**config.mk**
```make
export PLATFORM = sky130hd
export DESIGN_NAME = xbus_uart_tx
export DESIGN_NICKNAME = d
export VERILOG_FILES = /design/src/rtl/xbus_uart_tx.sv
export SDC_FILE = /design/constraint.sdc
export NUM_CORES = 1
export LEC_CHECK = 0
export CORE_ASPECT_RATIO = 1.1
export CORE_MARGIN = 5
export CORE_UTILIZATION = 50
export CTS_BUF_LIST = sky130_fd_sc_hd__clkbuf_8
export CTS_CLUSTER_SIZE = 28
export DETAILED_ROUTE_END_ITERATION = 10
export PLACE_DENSITY = 0.78
export SYNTH_ARGS = -nofsm -noshare
export SYNTH_HDL_FRONTEND = slang
export SYNTH_SLANG_ARGS = --single-unit
```
**constraint.sdc**
```tcl
create_clock -name clk -period 2.9 [get_ports clk]
set_input_delay 0.435 -clock clk [delete_from_list [all_inputs] [get_ports clk]]
set_output_delay 0.435 -clock clk [all_outputs]
set_load 0.005 [all_outputs]
```
**src/rtl/xbus_uart_tx.sv**
```systemverilog
// Memory-mapped 8N1 UART transmitter on the xbus: TX FIFO, status and divisor registers.
// Optional interrupt output and IE register at 0xC when XBUS_UART_TX_IRQ_EN is defined.
`timescale 1ns/1ps

module xbus_uart_tx #(
  parameter logic [31:0] BASE_ADDR  = 32'h1000_0000,
  parameter int unsigned FIFO_DEPTH = 8,
  parameter logic [15:0] DIV_RSTVAL = 16'd868
) (
  input  logic        clk,
  input  logic        rst,
  input  logic        xbus_as,
  input  logic        xbus_we,
  input  logic [3:0]  xbus_be,
  input  logic [31:0] xbus_addr,
  input  logic [31:0] xbus_wdata,
  output logic [31:0] xbus_rdata,
  output logic        txd
`ifdef XBUS_UART_TX_IRQ_EN
  ,
  output logic        irq
`endif
);

  localparam int unsigned PW = $clog2(FIFO_DEPTH);
  localparam int unsigned CW = PW + 1;

  typedef enum logic [1:0] {
    IDLE  = 2'd0,
    START = 2'd1,
    DATA  = 2'd2,
    STOP  = 2'd3
  } state_t;

  state_t         state_q, state_d;
  logic [15:0]    cnt_q, cnt_d;
  logic [2:0]     bit_q, bit_d;
  logic [7:0]     shift_q, shift_d;
  logic           txd_d;
  logic           pop;

  logic [7:0]     mem [FIFO_DEPTH];
  logic [CW-1:0]  wptr_q, rptr_q;
  logic [CW-1:0]  count;
  logic           full, empty;
  logic           ovf_q;
  logic [15:0]    div_q;
  logic [15:0]    div_m1;

  logic           sel, wr;
  logic [1:0]     idx;
  logic           push_req, push_ok, ovf_clr;
  logic [31:0]    status;

  // Bus decode
  assign sel      = xbus_as && (xbus_addr[31:4] == BASE_ADDR[31:4]);
  assign idx      = xbus_addr[3:2];
  assign wr       = sel && xbus_we;
  assign push_req = wr && (idx == 2'd0) && xbus_be[0];
  assign ovf_clr  = wr && (idx == 2'd1) && xbus_be[0] && xbus_wdata[3];

  // Full/empty come from the pointers before this cycle's pop
  assign count   = wptr_q - rptr_q;
  assign full    = (count == CW'(FIFO_DEPTH));
  assign empty   = (count == CW'(0));
  assign push_ok = push_req && !full;

  // A zero divisor behaves as one clock per bit
  assign div_m1 = (div_q == 16'd0) ? 16'd0 : (div_q - 16'd1);

  assign status = {16'h0, 8'(count), 4'h0, ovf_q, empty, full, (state_q != IDLE)};

  logic unused_bits;
  assign unused_bits = ^{xbus_wdata[31:16], xbus_be[3:2], xbus_addr[1:0]};

`ifdef XBUS_UART_TX_IRQ_EN
  logic [1:0] ie_q;

  always_ff @(posedge clk) begin
    if (!rst) begin
      ie_q <= 2'b00;
      irq  <= 1'b0;
    end else begin
      if (wr && (idx == 2'd3) && xbus_be[0]) ie_q <= xbus_wdata[1:0];
      irq <= (ie_q[0] && empty && (state_q == IDLE)) || (ie_q[1] && ovf_q);
    end
  end
`endif

  // Combinational read mux; zero when not selected so responders can be ORed
  always_comb begin
    xbus_rdata = 32'h0;
    if (sel && !xbus_we) begin
      case (idx)
        2'd1: xbus_rdata = status;
        2'd2: xbus_rdata = {16'h0, div_q};
`ifdef XBUS_UART_TX_IRQ_EN
        2'd3: xbus_rdata = {30'h0, ie_q};
`endif
        default: xbus_rdata = 32'h0;
      endcase
    end
  end

  always_ff @(posedge clk) begin
    if (!rst) begin
      div_q <= DIV_RSTVAL;
    end else if (wr && (idx == 2'd2)) begin
      if (xbus_be[0]) div_q[7:0]  <= xbus_wdata[7:0];
      if (xbus_be[1]) div_q[15:8] <= xbus_wdata[15:8];
    end
  end

  // FIFO pointers and sticky overflow
  always_ff @(posedge clk) begin
    if (!rst) begin
      wptr_q <= '0;
      rptr_q <= '0;
      ovf_q  <= 1'b0;
    end else begin
      if (push_ok) wptr_q <= wptr_q + CW'(1);
      if (pop)     rptr_q <= rptr_q + CW'(1);
      if (push_req && full) ovf_q <= 1'b1;
      else if (ovf_clr)     ovf_q <= 1'b0;
    end
  end

  always_ff @(posedge clk) begin
    if (push_ok) mem[wptr_q[PW-1:0]] <= xbus_wdata[7:0];
  end

  // Shifter state register
  always_ff @(posedge clk) begin
    if (!rst) begin
      state_q <= IDLE;
      cnt_q   <= 16'd0;
      bit_q   <= 3'd0;
      shift_q <= 8'h00;
      txd     <= 1'b1;
    end else begin
      state_q <= state_d;
      cnt_q   <= cnt_d;
      bit_q   <= bit_d;
      shift_q <= shift_d;
      txd     <= txd_d;
    end
  end

  // Shifter next state; each bit lasts div_m1+1 clocks, reloaded at every bit boundary
  always_comb begin
    state_d = state_q;
    cnt_d   = cnt_q;
    bit_d   = bit_q;
    shift_d = shift_q;
    txd_d   = txd;
    pop     = 1'b0;
    case (state_q)
      IDLE: begin
        txd_d = 1'b1;
        if (!empty) begin
          pop     = 1'b1;
          shift_d = mem[rptr_q[PW-1:0]];
          cnt_d   = div_m1;
          txd_d   = 1'b0;
          state_d = START;
        end
      end
      START: begin
        if (cnt_q == 16'd0) begin
          cnt_d   = div_m1;
          txd_d   = shift_q[0];
          shift_d = {1'b0, shift_q[7:1]};
          bit_d   = 3'd0;
          state_d = DATA;
        end else begin
          cnt_d = cnt_q - 16'd1;
        end
      end
      DATA: begin
        if (cnt_q == 16'd0) begin
          cnt_d = div_m1;
          if (bit_q == 3'd7) begin
            txd_d   = 1'b1;
            state_d = STOP;
          end else begin
            txd_d   = shift_q[0];
            shift_d = {1'b0, shift_q[7:1]};
            bit_d   = bit_q + 3'd1;
          end
        end else begin
          cnt_d = cnt_q - 16'd1;
        end
      end
      STOP: begin
        if (cnt_q == 16'd0) begin
          if (!empty) begin
            pop     = 1'b1;
            shift_d = mem[rptr_q[PW-1:0]];
            cnt_d   = div_m1;
            txd_d   = 1'b0;
            state_d = START;
          end else begin
            txd_d   = 1'b1;
            state_d = IDLE;
          end
        end else begin
          cnt_d = cnt_q - 16'd1;
        end
      end
      default: begin
        txd_d   = 1'b1;
        state_d = IDLE;
      end
    endcase
  end

endmodule

```
==> out/results.txt <==
area grow syn2layout -> 23.0%
Hold Path Class -> flop to flop
Num CTS Buffers -> 17
reg2reg start -> wptr_q[1]$_SDFFE_PN0P_
IO Port Bufs -> 68
slew of the pin with the lowest slew margin -> 0.903 ns
Post-DRT Antenna Nets -> 0
Clock Tree Buf Depth -> 2
Final min period -> 2.90 ns
hold slack -> 0.475 ns
gpl congestion -> 0.851
leak pwr -> 0.00308 uW
FF+latch count, synth -> 122
max_slew headroom -> 39.8%
period utilisation layout -> 99.9%
grt total ovfl -> 0
Cell Int Power -> 3970 uW
Sw Pwr -> 2550 uW
Die Y -> 132 um
io pins -> 105
status -> completed
vias in the first global route -> 5,544
most frequent cells in the layout -> 64 x edfxtp_1, 59 x clkdlybuf4s50_1, 58 x nor2_1, 56 x dfxtp_1, 46 x buf_4
fin util -> 62.6%
commonest non-fill, non-tap cell in the layout -> edfxtp_1
initial cell density of the core -> 50.9%
Max-Cap Viols -> 0
WS Path Type -> input pin to output port
DRC viols -> 0
clock slew at reported path FFs -> 0.09 ns
Rows -> 44
Critical Path Source Type -> input pin
placed cell area -> 7670 sq um
final wirelength -> 17,700 um
Hold-fix buffers, CTS -> 0
Nets -> 838
vias per std cell -> 6.02
antenna diode count -> 0
ys flop type -> edfxtp_1
first-pass GRT wire length -> 27,800 um
Die X -> 121 um
largest net degree at the start of global routing -> 39
Max Clock Freq -> 0.345 GHz
crit path DAT -> 2.46 ns
HP Start -> shift_q[7]$_SDFFE_PN0P_
TritonRoute pass-1 iters -> 5
Hold Violations, Final -> 0
count of flip-flops with a built-in enable after synthesis -> 64
Yosys cell types -> 73
syn avg cell area -> 10.3 sq um
switch share -> 39.1%
Detail Placement HPWL -> 12,600 um
CP Data Required Time -> 2.47 ns
Iteration-0 DRC Markers -> 417
die area -> 15,900 sq um
Total GRT Usage -> 22.1%
synthesized area -> 6720 sq um
Core ar. -> 13,200 sq um
Async S/R FF share, synth -> 0%
Reg power frac -> 31.8%
synth warn -> 0
Design Area, Final -> 8270 sq um
TritonCTS Sinks -> 122
worst clock skew -> 0.0141 ns
crit path launch -> xbus_addr[8]
antenna violations before repair -> 0
Worst-Skew Late Latency -> 0.45 ns
Cell Pwr Density -> 789 nW/um^2
Syn Inst Count -> 653
CTS H-tree depth -> 4
crit-path max FO -> 7
max-slew violations -> 0
combinational fraction of design power -> 44.0%
CTS tree -> done
post-synthesis sequential area ratio -> 45.9%
nature of the critical path endpoint -> output port
RSZ-0062 raised after global routing -> true
Root Driver -> clkbuf_8
wire length per cell -> 19.2 um
routed via count -> 5,539
Clock power frac -> 24.2%
share of cells above drive strength 1 -> 18.2%
VDD IR max -> 0.588 mV
Finish-stage setup viols -> 0
-- critical path, stage by stage --
cell             delay, ns
clkdlybuf4s50_1       0.43
nor4_2                0.27
nand4_1               0.18
nor3_2                0.28
buf_4                 0.20
and3_1                0.16
clkdlybuf4s50_1       0.51
-- metrics by stage --
stage / power, uW / instances / worst slack (ns) / TNS, ns
floorplan: 4110 / 668 / -0.109 / -3.49
global placement: 4770 / 881 / -0.0920 / -0.686
detailed placement: 4860 / 881 / -0.0594 / -1.87
CTS: 6470 / 916 / -0.0220 / -0.0220
global route: 6890 / 920 / -0.123 / -0.746
finish: 6530 / 920 / 0.00390 / 0
-- cells by family after synthesis --
logic type / after synthesis / synth area share, %
multiplexers: 54 / 11.1
AND/OR/NAND/NOR: 219 / 17.1
flip-flops: 122 / 45.9
XOR/XNOR: 21 / 2.74
buffers and inverters: 83 / 5.79
adder cells (fa/ha/maj): 20 / 3.84
AO/OA/AOI/OAI: 133 / 13.6
other: 1 / 0.0558
-- final cells by class --
type	count	area, sq um
Clock buffer	17	234
Fill cell	1033	4950
Tap cell	161	201
Inverter	28	105
Sequential cell	122	3090
Timing Repair Buffer	114	1040
Multi-Input combinational cell	463	3420
Clock inverter	15	178
-- final timing paths --
kind         cells past startpoint                      end  slack, ns
max                              7           xbus_rdata[15]      0.004
min                              2  shift_q[7]$_SDFFE_PN0P_       0.48
max reg2reg                      9      cnt_q[2]$_SDFF_PN0_       0.17
min reg2reg                      2  shift_q[7]$_SDFFE_PN0P_       0.48
-- power by group through the flow --
| stage | sequential, uW | clock, uW | combinational (uW) |
|---|---|---|---|
| floorplan | 2070 | 0 | 2040 |
| global placement | 2110 | 0 | 2660 |
| detailed placement | 2110 | 0 | 2750 |
| CTS | 2070 | 1610 | 2790 |
| global route | 2090 | 1690 | 3110 |
| finish | 2080 | 1580 | 2870 |
-- state kept, by name, summed over array words and instances, names as in the netlist, named ones only --
signal / cells
bit_q: 3
cnt_q: 16
div_q: 16
mem: 64
ovf_q: 1
rptr_q: 4
shift_q: 8
state_q: 2
txd: 1
wptr_q: 4
-- per-layer routing --
metal | vias to the layer above | track usage (%) | wire (um)
li1 | 2599 | - | -
met1 | 2680 | 25.9 | 6900
met2 | 215 | 38.6 | 9080
met3 | 45 | 4.73 | 1080
met4 | 0 | 9.89 | 607
met5 | - | 0 | 0
-- repair_timing --
action | CTS | global route
buffers inserted | 3 | 4
pin swaps | 4 | 9
gates resized for setup | 13 | 26
setup endpoints to repair | 12 | 17
-- cell usage after synthesis (3+ instances only) --
| master | instances | area, sq um |
|---|---|---|
| buf_4 | 16 | 120 |
| nand3b_1 | 3 | 22.5 |
| o21ai_0 | 28 | 140 |
| o21a_1 | 4 | 30.0 |
| mux2i_1 | 36 | 360 |
| a22oi_1 | 11 | 82.6 |
| or4_1 | 4 | 30.0 |
| o21bai_1 | 3 | 22.5 |
| or3_1 | 4 | 25.0 |
| mux4_2 | 16 | 360 |
| nand4b_1 | 3 | 26.3 |
| nand4_1 | 8 | 50.1 |
| a221oi_1 | 3 | 26.3 |
| a21oi_1 | 34 | 170 |
| buf_2 | 7 | 35.0 |
| inv_1 | 28 | 105 |
| nor3_1 | 22 | 110 |
| xnor2_1 | 12 | 105 |
| xor2_1 | 9 | 78.8 |
| and3_1 | 9 | 56.3 |
| nand3_1 | 27 | 135 |
| ha_1 | 19 | 238 |
| nor2_1 | 61 | 229 |
| clkbuf_1 | 28 | 105 |
| a21o_1 | 3 | 22.5 |
| o31ai_1 | 3 | 22.5 |
| dfxtp_1 | 58 | 1160 |
| nor3b_1 | 3 | 22.5 |
| a32oi_1 | 4 | 35.0 |
| a31oi_1 | 6 | 37.5 |
| nand2_1 | 43 | 161 |
| o22ai_1 | 5 | 31.3 |
| nor4_1 | 15 | 93.8 |
| edfxtp_1 | 64 | 1920 |
| o211ai_1 | 5 | 37.5 |
Note: power is estimated with default switching activity, not from simulation.
